$ cat config.mk
export PLATFORM = sky130hd
export DESIGN_NAME = rr_decode_arbiter
export DESIGN_NICKNAME = d
export VERILOG_FILES = /design/src/rtl/rr_decode_arbiter.sv
export SDC_FILE = /design/constraint.sdc
export NUM_CORES = 1
export LEC_CHECK = 0
export ABC_AREA = 1
export CAP_MARGIN = 20
export CORE_MARGIN = 2
export CORE_UTILIZATION = 40
export DETAILED_ROUTE_END_ITERATION = 6
export DONT_BUFFER_PORTS = 1
export GPL_TIMING_DRIVEN = 0
export MAX_ROUTING_LAYER = met4
export PLACE_DENSITY_LB_ADDON = 0.05
export SYNTH_ARGS = -nofsm -noshare
export SYNTH_HDL_FRONTEND = slang
export SYNTH_SLANG_ARGS = --single-unit
$ cat constraint.sdc
create_clock -name clk -period 3.1 [get_ports clk]
set_clock_uncertainty 0.2 [all_clocks]
set_input_delay 0.62 -clock clk [delete_from_list [all_inputs] [get_ports clk]]
set_output_delay 0.62 -clock clk [all_outputs]
set_load 0.02 [all_outputs]
$ cat src/rtl/rr_decode_arbiter.sv
// Round-robin arbiter: grants one of N requesters with a registered one-hot grant,
// a hold limit per grant and one idle turnaround cycle between any two grants.
module rr_decode_arbiter #(
  parameter int N        = 8,
  parameter int IDXW     = 3,
  parameter int MAX_HOLD = 15
) (
  input  logic            clk,
  input  logic            areset,
  input  logic [N-1:0]    req,
  input  logic            done,
  output logic [N-1:0]    grant,
  output logic [IDXW-1:0] grant_idx,
  output logic            grant_valid
);

  localparam int HW = $clog2(MAX_HOLD + 1);
  localparam logic [HW-1:0] HOLD_LIMIT = HW'(MAX_HOLD);

  typedef enum logic {IDLE, GRANT} state_t;

  state_t          state_q;
  logic [IDXW-1:0] ptr_q;
  logic [IDXW-1:0] idx_q;
  logic [N-1:0]    grant_q;
  logic            valid_q;
  logic [HW-1:0]   hold_q;

  logic [IDXW-1:0] cand_idx [N];
  logic [N-1:0]    cand_req;
  logic [IDXW-1:0] win_idx;
  logic            win_found;
  logic [N-1:0]    win_onehot;
  logic            release_now;

  // Candidate k is requester (ptr+k) mod N; the index width makes the wrap free.
  genvar gi;
  generate
    for (gi = 0; gi < N; gi++) begin : g_scan
      assign cand_idx[gi] = ptr_q + IDXW'(gi);
      assign cand_req[gi] = req[cand_idx[gi]];
    end
  endgenerate

  always_comb begin
    win_found = 1'b0;
    win_idx   = ptr_q;
    for (int k = N - 1; k >= 0; k--) begin
      if (cand_req[k]) begin
        win_found = 1'b1;
        win_idx   = cand_idx[k];
      end
    end
  end

  generate
    for (gi = 0; gi < N; gi++) begin : g_decode
      assign win_onehot[gi] = (win_idx == IDXW'(gi));
    end
  endgenerate

  assign release_now = done || !req[idx_q] || (hold_q == HOLD_LIMIT);

  always_ff @(posedge clk or posedge areset) begin
    if (areset) begin
      state_q <= IDLE;
      ptr_q   <= '0;
      idx_q   <= '0;
      grant_q <= '0;
      valid_q <= 1'b0;
      hold_q  <= '0;
    end else begin
      case (state_q)
        IDLE: begin
          if (win_found) begin
            idx_q   <= win_idx;
            grant_q <= win_onehot;
            valid_q <= 1'b1;
            hold_q  <= HW'(1);
            state_q <= GRANT;
          end
        end
        GRANT: begin
          // Any trigger releases; the forced idle cycle follows from returning to IDLE.
          if (release_now) begin
            idx_q   <= '0;
            grant_q <= '0;
            valid_q <= 1'b0;
            hold_q  <= '0;
            ptr_q   <= idx_q + IDXW'(1);
            state_q <= IDLE;
          end else begin
            hold_q <= hold_q + HW'(1);
          end
        end
        default: begin
          state_q <= IDLE;
          grant_q <= '0;
          valid_q <= 1'b0;
          idx_q   <= '0;
          hold_q  <= '0;
        end
      endcase
    end
  end

  assign grant       = grant_q;
  assign grant_idx   = idx_q;
  assign grant_valid = valid_q;

endmodule
; ---- Word level (Yosys, flattened, before mapping)
; Index checks and enable logic that the tools add are counted.
[word_totals]
reg_bits = 20
out_inout_bits = 12
elab_cells = 90
[op_classes]
add_sub_neg = 9
n_lt_le_gt_ge = 9
eq_ne = 10
muxes = 49
n_bitwise = 1
reduce_logical = 6
[op_table]
columns = op, n
row1 = "3-bit by 4-bit < comparator with 1-bit output, second input constant", 9
row2 = 3-bit 2-to-1 mux, 10
row3 = 1-bit binary-select mux with 3-bit select, 9
row4 = 1-bit 2-to-1 mux, 21
row5 = 8-bit 2-to-1 mux, 2
row6 = 8-bit case mux with 2 select lines, 1
row7 = "3-bit adder, second input constant", 4
row8 = "3-bit == test, second input constant", 4
row9 = 4-bit 2-to-1 mux, 2
row10 = 4-bit case mux with 2 select lines, 1
row11 = "3-bit by 1-bit adder with 3-bit output, second input constant", 2
row12 = "3-bit by 2-bit adder with 3-bit output, second input constant", 2
row13 = "3-bit by 2-bit == test with 1-bit output, second input constant", 2
row14 = 3-bit case mux with 2 select lines, 1
row15 = "4-bit by 1-bit adder with 4-bit output, second input constant", 1
row16 = "4-bit == test, second input constant", 1
row17 = 1-bit case mux with 2 select lines, 2
row18 = 2-bit AND reduction, 2
row19 = "3-bit by 1-bit == test with 1-bit output, second input constant", 1
row20 = 3-bit zero test, 1
row21 = 1-bit logical OR, 2
row22 = "2-bit by 1-bit != test with 1-bit output, second input constant", 1
row23 = "2-bit != test, second input constant", 1
row24 = 1-bit zero test, 1
row25 = 1-bit inverter, 1

; ---- Logic depth before layout (Yosys ltp)
; Gate-level depths: netlist (run 1).
[logic_depth]
ltp_word = 14
ltp_mapped = 21

; ---- Worst setup path before layout (run 1)
; Ideal clock, no wire load.
[synth_path]
path_type = register to register
start = reg ptr_q[1]
end = reg grant_q[0], in the netlist grant[0]
setup_ps = 123
arrival_ps = 2051
slack_ps = 726
path_stages_with_launch = 16
path_buffers = 1
cell_sequence = dfrtp_1 buf_6 inv_4 ha_1 inv_1 nand3_1 nand3_2 nand2_1 inv_2 nand3_2 nor3_2 nand4_2 nand2_2 nor2_1 nand2_1 o21ai_1
[synth_between]
elab_chain_cells = 14
[synth_rtl]
columns = item, line
row1 = "start, declared", 23  ; logic [IDXW-1:0] ptr_q;
row2 = "start signal, assigned", 90  ; ptr_q <= idx_q + IDXW'(1);
row3 = 3-bit adder, 40  ; assign cand_idx[gi] = ptr_q + IDXW'(gi);
row4 = 1-bit binary-select mux with 3-bit select, 41  ; assign cand_req[gi] = req[cand_idx[gi]];
row5 = 1-bit 2-to-1 mux (not written as such), 41
row6 = 3-bit 2-to-1 mux (8 in a row), 49  ; if (cand_req[k]) begin
row7 = 3-bit zero test, 58  ; assign win_onehot[gi] = (win_idx == IDXW'(gi));
row8 = 8-bit 2-to-1 mux, 75  ; if (win_found) begin
row9 = 8-bit case mux with 2 select lines, 73  ; case (state_q)
row10 = "end signal, assigned", 77  ; grant_q <= win_onehot;
row11 = "end, declared", 25  ; logic [N-1:0] grant_q;
; Parallel ways exist; a longest one is shown, timed or not. The select of a mux whose other input is x is not followed.
; A chain may end at the register's enable or synchronous reset.

; ---- Final worst setup path (run 1)
[layout_path]
start = reg ptr_q[1]
end = reg grant_q[3], in the netlist grant[3]
[layout_between]
elab_chain_cells = 14
[layout_rtl]
columns = item, line
row1 = 3-bit adder, 40
row2 = 1-bit binary-select mux with 3-bit select, 41
row3 = 1-bit 2-to-1 mux (not written as such), 41
row4 = 3-bit 2-to-1 mux (8 in a row), 49
row5 = 3-bit by 2-bit == test with 1-bit output, 58
row6 = 8-bit 2-to-1 mux, 75
row7 = 8-bit case mux with 2 select lines, 73
; Parallel ways exist; a longest one is shown, timed or not. The select of a mux whose other input is x is not followed.

==> flow_summary.json, run 1 <==
{
  "synthFlopType": "sky130_fd_sc_hd__dfrtp_1",
  "most_common_library_cell_in_the_layout_ignoring_fill_and_taps": "sky130_fd_sc_hd__nand2_1",
  "num_antenna_cells": 0,
  "die-width_microns": 67.1,
  "clock_latency_ps": 260,
  "critPathKind": "flop to flop",
  "layoutNonFillerInstCount": 286,
  "post_synth_fa_ha_maj_area_fraction": 0.0315,
  "clock_sinks": 20,
  "final_core_utilization": 0.452,
  "worstMarginPinSlew_ps": 759,
  "post_synth.cell_area_avg_sq_um": 6.77,
  "final_nets": 255,
  "critPathMaxFanout": 9,
  "synth.yosys.seq_area_share": 0.315,
  "synth_warnings": 0,
  "grt_max_degree": 21,
  "core_sq_um": 3740,
  "timing.critical_path.to_type": "flop",
  "timing.critical_path.slowest_stage_cell": "sky130_fd_sc_hd__dfrtp_1",
  "cts_inserted_buffers": 3,
  "area.growth.synth_to_final_pct": 6.37,
  "total_routing_resource_utilization_after_global_routing": 0.197,
  "globalRouteOverflowTotal": 0,
  "final.setup.tns_ps": 0,
  "ys_seq_elements": 20,
  "rows": 22,
  "slew_headroom": 0.493,
  "slew_violations": 0,
  "timing.final.ws_setup_ps": 235,
  "post_synthesis_cells": 235,
  "drt-pass1-iter-count": 4,
  "post_synth_mux_area_share": 0,
  "mappedNetlistArea_sq_um": 1590,
  "synthSimpleGateAreaFrac": 0.418,
  "synth_enable_flop_cells": 0,
  "yosys.area_share.xor_xnor": 0.0275,
  "worst_path_arrival_time_ps": 2800,
  "rsz_0062_raised_after_global_routing": "no",
  "finalCritPeriodShare": 0.924,
  "largest_family_of_logic_cells_by_synthesized_area": "simple AND/OR/NAND/NOR gates",
  "grt_pass1_wl_microns": 6600,
  "cts.htree.levels": 1,
  "io-pin-count": 23,
  "timing.final.hold_violations": 0,
  "path_cells": "buf_6 > inv_4 > ha_1 > inv_2 > nand3_1 > nand3_2 > nand2_1 > inv_2 > nand3_2 > nor3_2 > nand4_2 > nand2_2 > nor2_1 > nand2_1 > o21ai_1",
  "cts_buffer_depth": 2,
  "final_layout_size_suffix_gt1_frac": 0.155,
  "vias_per_cell": 5.15,
  "place.detailed.hpwl_microns": 3130,
  "cts_tree": "done",
  "chipHeight_microns": 67.1,
  "r2r.worst_path.cells": 15,
  "hold_path.class": "input pin to asynchronous set/reset pin",
  "vias": 1474,
  "synth-compound-area-share": 0.114,
  "shortest_clock_period_the_worst_path_allows_after_layout_ps": 2860,
  "drtAntennaViolNets": 0,
  "gp_routability_congestion": 0.870,
  "mostFrequentLayoutCells": "75 x sky130_fd_sc_hd__nand2_1, 44 x sky130_fd_sc_hd__nand3_1, 20 x sky130_fd_sc_hd__dfrtp_1",
  "timing.critical_path.slowest_cell_delay_ps": 400,
  "drv_cap": 0,
  "floorplan.initialDensity": 0.425,
  "drt-initial-drc-count": 101,
  "outcome": "complete, no violations",
  "clk_root_buffer_cell": "sky130_fd_sc_hd__clkbuf_8",
  "drcViolationCount": 0,
  "synth_nets": 250,
  "routed_wirelength_microns": 3830,
  "grt_pass1_vias": 1407,
  "dp.cells": 283,
  "design.die.area_sq_um": 4500,
  "route.detailed.wl_per_inst_microns": 13.4,
  "grt_antenna_before_repair": 0,
  "post_place_setup_slack_ps": 169,
  "setup_viol": 0,
  "clkSlewWorstSetupHoldPaths_ps": 70,
  "critical_path_required_ps": 3040,
  "ys_types": 27,
  "timing.fmax_mhz": 349,
  "port_buffers": 0,
  "critical_path.startpoint_type": "flop",
  "postSynth.asyncResetShare": 1.00
}
## area by class of cell
| cell class | instances | area, sq um |
|---|---|---|
| inverter | 29 | 116 |
| multi-input combinational | 183 | 940 |
| clock buffer | 3 | 41.3 |
| tap | 48 | 60.1 |
| sequential | 20 | 500 |
| buffer | 3 | 33.8 |
| fill | 393 | 2050 |
## Yosys cell counts (2+ instances only)
cell type | number | share of area
sky130_fd_sc_hd__inv_1 | 16 | 0.038
sky130_fd_sc_hd__o21ai_0 | 6 | 0.019
sky130_fd_sc_hd__ha_1 | 4 | 0.031
sky130_fd_sc_hd__nor2_1 | 6 | 0.014
sky130_fd_sc_hd__dfrtp_1 | 20 | 0.31
sky130_fd_sc_hd__o22ai_1 | 2 | 0.0079
sky130_fd_sc_hd__nand3_2 | 5 | 0.031
sky130_fd_sc_hd__a21oi_1 | 12 | 0.038
sky130_fd_sc_hd__o21ai_1 | 6 | 0.019
sky130_fd_sc_hd__buf_6 | 3 | 0.021
sky130_fd_sc_hd__nand3_1 | 44 | 0.14
sky130_fd_sc_hd__nand2_1 | 75 | 0.18
sky130_fd_sc_hd__xor2_1 | 2 | 0.011
sky130_fd_sc_hd__nand2_2 | 9 | 0.035
sky130_fd_sc_hd__xnor2_1 | 3 | 0.017
sky130_fd_sc_hd__inv_2 | 11 | 0.026
## final timing paths
check / start / end / slack, ps
worst max-delay path: ptr_q[1] / grant[3] / 240
worst min register to register: state_q / hold_q[3] / 320
min in group clk: state_q / hold_q[3] / 320
max in group asynchronous: areset / grant_idx[2] / 2040
worst max register to register: ptr_q[1] / grant[3] / 240
worst min-delay path: areset / hold_q[0] / 180
## worst max-delay path: cells and delay by family (launching register included)
kind	cells	cell delay [ps]
and+or+nand+nor	9	1200
buffers and inverters	4	520
DFF	1	400
adders and majority gates	1	320
AOI/OAI and AO/OA	1	100
## what timing repair did
item | in CTS | in global routing
setup buffers | 0 | 0
setup endpoints to repair | 0 | 11
resized for setup | 0 | 1
hold buffers | 0 | 0
## layer usage
layer	up-vias	track usage	part of all wire
li1	786	-	-
met2	31	0.321	0.45
met4	0	0.0459	0.0094
met1	653	0.258	0.49
met5	-	-	0
met3	4	0.0304	0.049
## flip-flops by register name, summed over array words and instances, names as in the netlist
register / cells
grant: 8
hold_q: 4
grant_idx: 3
ptr_q: 3
grant_valid: 1
state_q: 1
## logic make-up (layout without fill, tap and decap cells)
| kind of cell | after synthesis | count (layout) |
|---|---|---|
| xor+xnor | 5 | 5 |
| simple gates | 142 | 142 |
| fa+ha+maj | 4 | 4 |
| compound gates | 32 | 32 |
| buf+inv | 32 | 35 |
| flops | 20 | 20 |
## through the flow
step | hold slack, ps | instance area (sq um)
2_1_floorplan | 288 | 1590
6_report | 184 | 1690
3_3_place_gp | 322 | 1650
5_1_grt | 272 | 1690
4_1_cts | 214 | 1690
3_5_place_dp | 315 | 1650
Power of run 1 is not shown: default switching activity piles up to over one toggle a cycle in this logic, so the estimate is an artifact.
==> run 2, diff against run 1 <==
--- a/config.mk
+++ b/config.mk
@@ -13,7 +13,6 @@
 export DONT_BUFFER_PORTS = 1
 export GPL_TIMING_DRIVEN = 0
 export MAX_ROUTING_LAYER = met4
-export PLACE_DENSITY_LB_ADDON = 0.05
 export SYNTH_ARGS = -nofsm -noshare
 export SYNTH_HDL_FRONTEND = slang
 export SYNTH_SLANG_ARGS = --single-unit
==> run 2 against run 1 <==
  * Die area stayed put
  * Cell area up 1.8%
  * Sequential share of layout area down 0.52 points
  * Non-clock buffer count unchanged
  * Global-route usage decreased by 0.11 points
  * Flip-flop and latch count unchanged
  * Maximum frequency grew 0.42%
  * Largest cell class unchanged
  * Critical path depth stayed put
  * Routed wire length grew 0.34%
  * Register-to-register slack hardly changed
  * Worst setup slack improved by 12 ps
==> flow_summary.json, run 2 (synthesis gave the netlist of run 1 again) <==
{
  "outcome": "complete, no violations",
  "die-width_microns": 67.1,
  "critPathKind": "flop to flop",
  "worst_path_arrival_time_ps": 2800,
  "multi_input_comb_area_sq_um": 940,
  "cts_tree": "done",
  "place.detailed.hpwl_microns": 3040,
  "routed_wirelength_microns": 3840,
  "placed_cell_area_sq_um": 1650,
  "drv_cap": 0,
  "post_cts_resized": 0,
  "timing.critical_path.slowest_stage_cell": "sky130_fd_sc_hd__dfrtp_1",
  "total_routing_resource_utilization_after_global_routing": 0.196,
  "gp_routability_congestion": 0.881,
  "worstMarginPinSlew_ps": 730,
  "cts_hold_buffers": 0,
  "cp-endpoint": "grant[2]",
  "postLayoutCellArea_sq_um": 1720,
  "timing.critical_path.to_type": "flop",
  "fin_worst_hold_slack_ps": 169,
  "design.die.area_sq_um": 4500,
  "critical_path_required_ps": 3040,
  "io-pin-count": 23,
  "hold_path.class": "input pin to asynchronous set/reset pin",
  "largest_reg_flops": 8,
  "clock_latency_ps": 260,
  "globalRouteOverflowTotal": 0,
  "timing.critical_path.slowest_cell_delay_ps": 390,
  "shortest_clock_period_the_worst_path_allows_after_layout_ps": 2850,
  "drcViolationCount": 0,
  "vias": 1480,
  "r2r.worst_path.cells": 15,
  "drt-pass1-iter-count": 4,
  "final.setup.tns_ps": 0,
  "drt-initial-drc-count": 126,
  "slew_headroom": 0.513,
  "num_antenna_cells": 0,
  "floorplan.initialDensity": 0.425,
  "critical_path.startpoint_type": "flop",
  "path_cells": "buf_6 > inv_4 > ha_1 > inv_2 > nand3_1 > nand3_2 > nand2_1 > inv_2 > nand3_2 > nor3_2 > nand4_2 > nand2_2 > nor2_1 > nand2_1 > o21ai_1",
  "chipHeight_microns": 67.1,
  "most_common_library_cell_in_the_layout_ignoring_fill_and_taps": "sky130_fd_sc_hd__nand2_1",
  "rows": 22,
  "rsz_0062_raised_after_global_routing": "no",
  "grt_antenna_before_repair": 0,
  "port_buffers": 0,
  "final_layout_size_suffix_gt1_frac": 0.159,
  "grt_pass1_wl_microns": 6620,
  "setup_viol": 0,
  "layout.filler_cells": 399,
  "area.growth.synth_to_final_pct": 8.26,
  "startpoint": "ptr_q[1]",
  "finalCritPeriodShare": 0.920,
  "core_sq_um": 3740,
  "grt_pass1_vias": 1443,
  "cts_inserted_buffers": 3,
  "clock_sinks": 20,
  "r2r_slack_ps": 250,
  "critical_path.reg2reg.endpoint": "grant[2]",
  "timing.final.hold_violations": 0,
  "critPathMaxFanout": 9,
  "slew_violations": 0,
  "drtAntennaViolNets": 0,
  "vias_per_cell": 5.16,
  "clk_root_buffer_cell": "sky130_fd_sc_hd__clkbuf_8",
  "route.detailed.wl_per_inst_microns": 13.4,
  "grt_max_degree": 21,
  "cts_buffer_depth": 2,
  "clkSlewWorstSetupHoldPaths_ps": 80,
  "mostFrequentLayoutCells": "75 x sky130_fd_sc_hd__nand2_1, 44 x sky130_fd_sc_hd__nand3_1, 20 x sky130_fd_sc_hd__dfrtp_1",
  "critical_path.reg2reg.startpoint": "ptr_q[1]",
  "timing.fmax_mhz": 351,
  "cts.htree.levels": 1,
  "seq_area_sq_um": 500,
  "final_nets": 255,
  "cts_setup_buffers": 0
}
## run 2: changes by cell type in the layout (fill, tap and decap cells not counted), sizes merged
| cell | delta |
|---|---|
| bufinv | +1 |
## run 2: critical path: cells and delay by family, from the launching register on
family / cells / cell delay (ps)
fa+ha+maj: 1 / 320
buf+inv: 4 / 520
simple gates: 9 / 1210
flops: 1 / 390
compound gates: 1 / 90
## run 2: per-stage QoR
| stage | utilization | worst slack [ps] | instances |
|---|---|---|---|
| 6_report | 0.460 | 247 | 287 |
| 4_1_cts | 0.460 | 153 | 287 |
| 5_1_grt | 0.460 | 22.6 | 287 |
| 3_5_place_dp | 0.441 | 197 | 283 |
| 3_3_place_gp | 0.441 | 143 | 283 |
| 2_1_floorplan | - | 726 | 235 |
## run 2: area by class of cell
cell class | instances | area share
flip-flops and latches | 20 | 0.291
inverters | 29 | 0.0676
clock inverters | 1 | 0.0174
clock buffers | 3 | 0.0240
plain buffers | 3 | 0.0196
multi-input cells | 183 | 0.546
well taps | 48 | 0.0349
## run 2: worst min path at each step
stage | start | end | slack, ps
after global placement | state_q | hold_q[3] | 330
after floorplan | state_q | hold_q[3] | 290
after detailed placement | state_q | hold_q[3] | 330
final | areset | grant[5] | 170
after global routing | areset | grant_valid | 260
after CTS | areset | grant_valid | 190
## run 2: per-layer routing
layer,vias to the layer above,GRT usage,routed length (microns)
li1,787,-,-
met1,663,0.256,1870
met2,28,0.324,1820
met3,2,0.0236,135
met4,0,0.0459,25
met5,-,-,0
Power of run 2 is left out for the same reason.
